--- config.mk ---
export PLATFORM = sky130hd
export DESIGN_NAME = div_rem_unit_flat
export DESIGN_NICKNAME = d
export VERILOG_FILES = /design/src/rtl/div_rem_unit_if.sv /design/src/rtl/div_rem_unit.sv /design/src/flat_wrapper.sv
export SDC_FILE = /design/constraint.sdc
export NUM_CORES = 1
export LEC_CHECK = 0
export ABC_AREA = 0
export CAP_MARGIN = 20
export CORE_MARGIN = 10
export CORE_UTILIZATION = 60
export CTS_CLUSTER_SIZE = 8
export DETAILED_ROUTE_END_ITERATION = 6
export HOLD_SLACK_MARGIN = 0.08
export PLACE_DENSITY_LB_ADDON = 0.15
export SYNTH_ARGS = -nofsm -noshare
export SYNTH_HDL_FRONTEND = slang
export SYNTH_SLANG_ARGS = --single-unit
--- constraint.sdc ---
create_clock -name clk -period 8.57 [get_ports clk]
set_input_delay 2.1425 -clock clk [delete_from_list [all_inputs] [get_ports clk]]
set_output_delay 2.1425 -clock clk [all_outputs]
set_load 0.02 [all_outputs]
--- src/rtl/div_rem_unit_if.sv ---
// -----------------------------------------------------------------------------
// div_rem_unit_if
// Request/response bundle between an issuer and div_rem_unit.
//   Issuer -> unit : order (request valid, held until accepted), flush,
//                    func3 (100 DIV, 101 DIVU, 110 REM, 111 REMU),
//                    rs1 (dividend), rs2 (divisor), pa_rd_in (destination tag)
//   Unit -> issuer : accepted (request taken this cycle),
//                    done (one-cycle result pulse), rd (result), pa_rd_out (tag)
// The master modport is the issuer side; the slave modport is the unit side.
// -----------------------------------------------------------------------------
interface div_rem_unit_if #(
    parameter int W     = 32,
    parameter int TAG_W = 6
);
    logic             order;
    logic             accepted;
    logic             done;
    logic             flush;
    logic [2:0]       func3;
    logic [W-1:0]     rs1;
    logic [W-1:0]     rs2;
    logic [TAG_W-1:0] pa_rd_in;
    logic [W-1:0]     rd;
    logic [TAG_W-1:0] pa_rd_out;

    modport master (
        output order, flush, func3, rs1, rs2, pa_rd_in,
        input  accepted, done, rd, pa_rd_out
    );

    modport slave (
        input  order, flush, func3, rs1, rs2, pa_rd_in,
        output accepted, done, rd, pa_rd_out
    );
endinterface

--- src/rtl/div_rem_unit.sv ---
// -----------------------------------------------------------------------------
// div_rem_unit
// Iterative integer divide / remainder unit (DIV, DIVU, REM, REMU).
// Parameters:
//   W     operand/result width
//   STEP  quotient bits resolved per CALC cycle (1, 2 or 4; W multiple of STEP)
//   TAG_W destination tag width
// Ports:
//   clk   sole clock, rising edge
//   rstn  asynchronous active-low reset
//   bus   div_rem_unit_if slave side (order/accepted/done/flush handshake,
//         func3, rs1, rs2, pa_rd_in in; rd, pa_rd_out out)
// Special cases (divisor zero, signed overflow, illegal func3) are resolved
// at accept and go straight to DONE. Normal operations run W/STEP cycles of
// restoring division on operand magnitudes, then fix up signs.
// -----------------------------------------------------------------------------
module div_rem_unit #(
    parameter int W     = 32,
    parameter int STEP  = 1,
    parameter int TAG_W = 6
) (
    input  logic          clk,
    input  logic          rstn,
    div_rem_unit_if.slave bus
);

    localparam int ITER  = W / STEP;
    localparam int CNT_W = $clog2(ITER + 1);

    localparam logic [CNT_W-1:0] CNT_ZERO = {CNT_W{1'b0}};
    localparam logic [CNT_W-1:0] CNT_ONE  = {{(CNT_W-1){1'b0}}, 1'b1};
    localparam logic [CNT_W-1:0] LAST_CNT = CNT_W'(ITER - 1);
    localparam logic [W-1:0]     ZERO_W   = {W{1'b0}};
    localparam logic [W-1:0]     ONES_W   = {W{1'b1}};
    localparam logic [W-1:0]     ONE_W    = {{(W-1){1'b0}}, 1'b1};
    localparam logic [W-1:0]     MIN_NEG  = {1'b1, {(W-1){1'b0}}};

    typedef enum logic [1:0] {
        IDLE = 2'b00,
        CALC = 2'b01,
        DONE = 2'b10
    } state_t;

    // Two's-complement negation.
    function automatic logic [W-1:0] negate(input logic [W-1:0] v);
        return (~v) + ONE_W;
    endfunction

    // Magnitude of a value whose sign has already been decided.
    function automatic logic [W-1:0] magnitude(input logic [W-1:0] v, input logic neg);
        return neg ? negate(v) : v;
    endfunction

    state_t           state_q,   state_d;
    logic [CNT_W-1:0] cnt_q,     cnt_d;
    logic [W-1:0]     quo_q,     quo_d;     // dividend shifting out / quotient shifting in
    logic [W-1:0]     rem_q,     rem_d;     // partial remainder
    logic [W-1:0]     dvs_q,     dvs_d;     // divisor magnitude
    logic             neg_quo_q, neg_quo_d;
    logic             neg_rem_q, neg_rem_d;
    logic             is_rem_q,  is_rem_d;
    logic [TAG_W-1:0] tag_q,     tag_d;
    logic [W-1:0]     rd_q,      rd_d;
    logic [TAG_W-1:0] pa_out_q,  pa_out_d;

    logic             accepted_s;
    logic             done_s;
    logic             is_signed_s;
    logic             a_neg_s;
    logic             b_neg_s;
    logic             special_s;
    logic [W-1:0]     special_res_s;
    logic [W:0]       step_rem_s;
    logic [W-1:0]     step_quo_s;
    logic [W-1:0]     final_res_s;

    // Decode the incoming request: operand signs and the early-out results.
    always_comb begin
        is_signed_s   = ~bus.func3[0];
        a_neg_s       = is_signed_s & bus.rs1[W-1];
        b_neg_s       = is_signed_s & bus.rs2[W-1];
        special_s     = 1'b0;
        special_res_s = ZERO_W;
        if (bus.func3[2] == 1'b0) begin
            // Not a divide opcode: quietly return zero with the tag.
            special_s     = 1'b1;
            special_res_s = ZERO_W;
        end else if (bus.rs2 == ZERO_W) begin
            special_s     = 1'b1;
            special_res_s = bus.func3[1] ? bus.rs1 : ONES_W;
        end else if (is_signed_s && (bus.rs1 == MIN_NEG) && (bus.rs2 == ONES_W)) begin
            special_s     = 1'b1;
            special_res_s = bus.func3[1] ? ZERO_W : MIN_NEG;
        end else begin
            special_s     = 1'b0;
            special_res_s = ZERO_W;
        end
    end

    // One CALC cycle worth of restoring division (STEP bits) plus sign fix-up
    // of the would-be final result.
    always_comb begin
        step_rem_s = {1'b0, rem_q};
        step_quo_s = quo_q;
        for (int i = 0; i < STEP; i++) begin
            step_rem_s = {step_rem_s[W-1:0], step_quo_s[W-1]};
            step_quo_s = {step_quo_s[W-2:0], 1'b0};
            if (step_rem_s >= {1'b0, dvs_q}) begin
                step_rem_s    = step_rem_s - {1'b0, dvs_q};
                step_quo_s[0] = 1'b1;
            end else begin
                step_quo_s[0] = 1'b0;
            end
        end
        if (is_rem_q) begin
            final_res_s = magnitude(step_rem_s[W-1:0], neg_rem_q);
        end else begin
            final_res_s = magnitude(step_quo_s, neg_quo_q);
        end
    end

    // FSM next state, datapath loads and handshake outputs.
    always_comb begin
        state_d    = state_q;
        cnt_d      = cnt_q;
        quo_d      = quo_q;
        rem_d      = rem_q;
        dvs_d      = dvs_q;
        neg_quo_d  = neg_quo_q;
        neg_rem_d  = neg_rem_q;
        is_rem_d   = is_rem_q;
        tag_d      = tag_q;
        rd_d       = rd_q;
        pa_out_d   = pa_out_q;
        accepted_s = 1'b0;
        done_s     = 1'b0;
        case (state_q)
            IDLE: begin
                if (bus.flush) begin
                    state_d = IDLE;
                end else if (bus.order && rstn) begin
                    // rstn gating keeps accepted low while reset is asserted.
                    accepted_s = 1'b1;
                    tag_d      = bus.pa_rd_in;
                    is_rem_d   = bus.func3[1];
                    neg_quo_d  = a_neg_s ^ b_neg_s;
                    neg_rem_d  = a_neg_s;
                    cnt_d      = CNT_ZERO;
                    if (special_s) begin
                        state_d  = DONE;
                        rd_d     = special_res_s;
                        pa_out_d = bus.pa_rd_in;
                    end else begin
                        state_d = CALC;
                        quo_d   = magnitude(bus.rs1, a_neg_s);
                        rem_d   = ZERO_W;
                        dvs_d   = magnitude(bus.rs2, b_neg_s);
                    end
                end else begin
                    state_d = IDLE;
                end
            end
            CALC: begin
                if (bus.flush) begin
                    state_d = IDLE;
                    cnt_d   = CNT_ZERO;
                end else begin
                    quo_d = step_quo_s;
                    rem_d = step_rem_s[W-1:0];
                    cnt_d = cnt_q + CNT_ONE;
                    if (cnt_q == LAST_CNT) begin
                        state_d  = DONE;
                        rd_d     = final_res_s;
                        pa_out_d = tag_q;
                    end else begin
                        state_d = CALC;
                    end
                end
            end
            DONE: begin
                done_s  = ~bus.flush;
                state_d = IDLE;
                cnt_d   = CNT_ZERO;
            end
            default: begin
                state_d = IDLE;
                cnt_d   = CNT_ZERO;
            end
        endcase
    end

    // State and datapath registers with asynchronous reset.
    always_ff @(posedge clk or negedge rstn) begin
        if (!rstn) begin
            state_q   <= IDLE;
            cnt_q     <= CNT_ZERO;
            quo_q     <= ZERO_W;
            rem_q     <= ZERO_W;
            dvs_q     <= ZERO_W;
            neg_quo_q <= 1'b0;
            neg_rem_q <= 1'b0;
            is_rem_q  <= 1'b0;
            tag_q     <= {TAG_W{1'b0}};
            rd_q      <= ZERO_W;
            pa_out_q  <= {TAG_W{1'b0}};
        end else begin
            state_q   <= state_d;
            cnt_q     <= cnt_d;
            quo_q     <= quo_d;
            rem_q     <= rem_d;
            dvs_q     <= dvs_d;
            neg_quo_q <= neg_quo_d;
            neg_rem_q <= neg_rem_d;
            is_rem_q  <= is_rem_d;
            tag_q     <= tag_d;
            rd_q      <= rd_d;
            pa_out_q  <= pa_out_d;
        end
    end

    assign bus.accepted  = accepted_s;
    assign bus.done      = done_s;
    assign bus.rd        = rd_q;
    assign bus.pa_rd_out = pa_out_q;

endmodule

--- src/flat_wrapper.sv ---
// flat-port wrapper written by rule: the top's interface ports become plain ports
module div_rem_unit_flat 
#(
    parameter int W     = 32,
    parameter int STEP  = 1,
    parameter int TAG_W = 6
)
  (clk, rstn, bus_order, bus_flush, bus_func3, bus_rs1, bus_rs2, bus_pa_rd_in, bus_accepted, bus_done, bus_rd, bus_pa_rd_out);
  div_rem_unit_if #(.W(W), .TAG_W(TAG_W)) bus_i ();
  input  logic clk;
  input  logic rstn;
  input wire logic [$bits(bus_i.order)-1:0] bus_order;
  input wire logic [$bits(bus_i.flush)-1:0] bus_flush;
  input wire logic [$bits(bus_i.func3)-1:0] bus_func3;
  input wire logic [$bits(bus_i.rs1)-1:0] bus_rs1;
  input wire logic [$bits(bus_i.rs2)-1:0] bus_rs2;
  input wire logic [$bits(bus_i.pa_rd_in)-1:0] bus_pa_rd_in;
  output wire logic [$bits(bus_i.accepted)-1:0] bus_accepted;
  output wire logic [$bits(bus_i.done)-1:0] bus_done;
  output wire logic [$bits(bus_i.rd)-1:0] bus_rd;
  output wire logic [$bits(bus_i.pa_rd_out)-1:0] bus_pa_rd_out;
  assign bus_i.order = bus_order;
  assign bus_i.flush = bus_flush;
  assign bus_i.func3 = bus_func3;
  assign bus_i.rs1 = bus_rs1;
  assign bus_i.rs2 = bus_rs2;
  assign bus_i.pa_rd_in = bus_pa_rd_in;
  assign bus_accepted = bus_i.accepted;
  assign bus_done = bus_i.done;
  assign bus_rd = bus_i.rd;
  assign bus_pa_rd_out = bus_i.pa_rd_out;
  div_rem_unit #(.W(W), .STEP(STEP), .TAG_W(TAG_W)) u_core (.clk(clk), .rstn(rstn), .bus(bus_i));
endmodule
==> results.py <==
metrics = {
    "final_layout": {
        "mostFrequentLayoutCell": "sky130_fd_sc_hd__nand2_1",
        "most_frequent_cells_in_the_layout": "sky130_fd_sc_hd__nand2_1, sky130_fd_sc_hd__o21ai_0, sky130_fd_sc_hd__dfrtp_1",
        "area_growth_pct": 15.45,
        "stdcell_area_sq_um": 14140,
        "share_of_post_route_cells_with_drive_strength_above_1": 0.04770,
        "num-fill-cells": 1716,
        "nNetsFinal": 1780,
        "multi_input_area_sq_um": 7894,
        "diodes": 0,
        "register_area_sq_um": 3779,
    },
    "timing": {
        "slew_viols_final": 0,
        "max_freq_ghz": 0.1510,
        "post-route-min-period_ns": 6.621,
        "finalWorstSetupSlack_ns": 1.949,
        "totalNegativeSetupSlack_ns": 0,
        "worst-slew-pin-transition_ns": 1.050,
        "grt_setup_unrepaired": "false",
        "final_cycle_utilization_of_the_critical_path": 0.7725,
        "setup_viol": 0,
        "finalHoldViolCount": 0,
        "slew-limit-headroom": 0.3002,
        "clock_skew_after_layout_ns": 0.01699,
    },
    "setup_path": {
        "worstSetupStartpointType": "input port",
        "cp_data_arrival_time_ns": 4.48,
        "ff2ff_path_depth": 19,
        "worstPathRequired_ns": 6.43,
        "critical_path_peak_fanout": 12,
        "critical_path_class": "in -> out",
        "endpoint_class_of_the_critical_path": "primary output",
        "r2r_start": "u_core.rem_q[9]",
        "crit_start": "bus_flush",
        "r2r_setup_slack_ns": 2.53,
        "critical_path.reg2reg.endpoint": "u_core.bus.rd[22]",
    },
    "grt": {
        "use_met3": 0.06143,
        "grt-ovfl-total": 0,
        "global_route_wire_length_before_repair_mm": 63.89,
        "met1_usage": 0.4018,
        "groute.usage.overall": 0.2973,
        "grt_pass1_vias": 11870,
        "global_route.usage.met2": 0.4614,
        "grt_peak_use_layer": "met2",
        "antenna_violations_before_repair": 0,
        "largest_net_degree_at_the_start_of_global_routing": 117,
    },
    "logic_synthesis": {
        "synth.net_count": 1725,
        "syn_area_per_cell_sq_um": 7.613,
        "synth_top_area_cell": "sky130_fd_sc_hd__dfrtp_1",
        "share_of_synthesized_area_occupied_by_flip_flops_and_latches": 0.3085,
        "synth_enable_flop_cells": 0,
        "synthArstFlopShare": 1.000,
        "netlist_area_sq_um": 12250,
        "primary_ff_master_synth": "sky130_fd_sc_hd__dfrtp_1",
        "post-synth-top-area-fraction": 0.3085,
        "ys_seq_elements": 151,
        "synthTopCellsByArea": "sky130_fd_sc_hd__dfrtp_1, sky130_fd_sc_hd__o21ai_0, sky130_fd_sc_hd__nand2_1",
        "syn_inst": 1609,
        "ys.warnings.count": 0,
        "synth.distinct_cells": 82,
    },
    "clocking": {
        "clkLatencyLatePin_ns": 0.45,
        "cts.sinks": 151,
        "worst_setup_hold_path_clk_slew_ns": 0.07,
        "cts_made_buffers": 17,
        "post_cts_resized": 0,
        "post_cts.repair.setup_buffers": 0,
        "cts.path.max_buffers": 2,
        "holdBufCountCts": 0,
        "clock-root-buffer": "sky130_fd_sc_hd__clkbuf_16",
        "cts.htree.levels": 4,
        "cts_tree": "built",
    },
    "die": {
        "num_rows": 52,
        "die_height_um": 162.9,
        "die_area_sq_um": 26530,
        "floorplan.core_area_sq_um": 20170,
        "io_pins": 117,
        "die_width_um": 162.9,
        "initial_core_util": 0.6073,
    },
    "power": {
        "worst_ir_drop_vdd_mv": 0.1261,
        "power-per-cell-area_nw_per_um2": 188.1,
        "power_leakage_nw": 5.862,
    },
    "detailed_routing": {
        "drt_pre_antenna_iters": 6,
        "avgRoutedWirePerCell_um": 20.69,
        "num_vias": 12700,
        "drt_first_iter_violations": 1667,
        "drc_errors": 0,
        "residual_antenna_violating_net_count_after_detailed_routing": 0,
        "drt_wl_total_mm": 40.29,
        "via_per_inst": 6.524,
    },
    "hold_path": {
        "timing.hold.worst.class": "reg -> reg",
        "min_delay_worst_endpoint": "u_core.tag_q[2]",
        "holdPathStages": 2,
        "min_from": "u_core.tag_q[2]",
    },
    "placed_design": {
        "finalWeightedCongestion": 0.9731,
        "port_buffers": 116,
        "dpl_cell_area_sq_um": 13520,
        "place_worst_setup_slack_ns": 1.956,
        "dpl.hpwl_mm": 29.74,
    },
    "run": {
        "max_cap_viol_count": 0,
    },
    "status": {
        "result_of_the_run": "completed",
    },
}
==> sequential cells by signal, summed over array words and instances (netlist names), 2 cells and up <==
register / flops
u_core.bus.pa_rd_out: 6
u_core.bus.rd: 32
u_core.cnt_q: 6
u_core.dvs_q: 32
u_core.quo_q: 32
u_core.rem_q: 32
u_core.state_q: 2
u_core.tag_q: 6
==> metrics by stage <==
stage                     cells  hold WS, ns    util  total power (W)
final                      1947       0.4851  0.7012         0.002661
after global placement     1914       0.4580  0.6703         0.001836
after detailed placement   1914       0.4692  0.6703         0.001860
after floorplan            1609       0.4455       -         0.001555
after global routing       1947       0.5096  0.7012         0.002800
after CTS                  1946       0.4872  0.6998         0.002638
==> worst max-delay path by stage <==
stage	slack [ns]	end	cells after the start
finish	1.95	bus_accepted	4
global route	1.85	bus_accepted	4
CTS	1.95	bus_accepted	4
detailed placement	1.96	bus_accepted	4
global placement	2.02	bus_accepted	4
floorplan	3.33	bus_accepted	3
==> critical path, cell delays in order <==
cell and delay, ns:
sky130_fd_sc_hd__clkdlybuf4s50_1 0.48, sky130_fd_sc_hd__or4_1 0.72, sky130_fd_sc_hd__inv_1 0.43, sky130_fd_sc_hd__clkdlybuf4s50_1 0.70
==> synth_stat cells (all sizes together) (8+ instances only) <==
cell type	count
nand3	33
a21oi	140
a21o	12
nand4	25
xnor2	57
nor2b	35
o22ai	8
o221ai	9
mux2i	24
dfrtp	151
nand2b	15
or3	17
clkbuf	74
o41ai	11
ha	38
o31ai	29
mux2	8
nor2	130
inv	61
and3	11
a211oi	15
or4	16
buf	21
a31oi	20
nor4	18
o211ai	8
xor2	63
and2	9
nor3	55
o21ai	188
nand2	219
==> logic make-up after synthesis <==
| family | count (synthesis) | share of synthesized area |
|---|---|---|
| fa+ha+maj | 39 | 0.04045 |
| mux | 32 | 0.02697 |
| xor+xnor | 120 | 0.08580 |
| simple gates | 600 | 0.2338 |
| buf+inv | 156 | 0.05015 |
| flops | 151 | 0.3085 |
| compound gates | 511 | 0.2543 |
==> layer usage <==
| metal | share of wire | wire [um] |
|---|---|---|
| met4 | 0.034 | 1382 |
| met1 | 0.42 | 16910 |
| met2 | 0.45 | 18270 |
| met3 | 0.093 | 3734 |
| met5 | 0 | 0 |
==> final cells by class <==
| type | count | area share |
|---|---|---|
| multi-input cells | 1302 | 0.5582 |
| flip-flops and latches | 151 | 0.2672 |
| well taps | 270 | 0.02389 |
| repair buffers | 131 | 0.09245 |
| clock buffers | 18 | 0.03105 |
| inverters | 61 | 0.01619 |
| clock inverters | 14 | 0.01106 |
==> where the power goes <==
| part | switching [W] | internal [W] | total, W |
|---|---|---|---|
| Sequential | 0.000114 | 0.000818 | 0.000932 |
| Combinational | 0.000589 | 0.000358 | 0.000947 |
| Clock | 0.000360 | 0.000422 | 0.000782 |
| Total | 0.00106 | 0.00160 | 0.00266 |
Note: power is estimated with default switching activity, not from simulation.
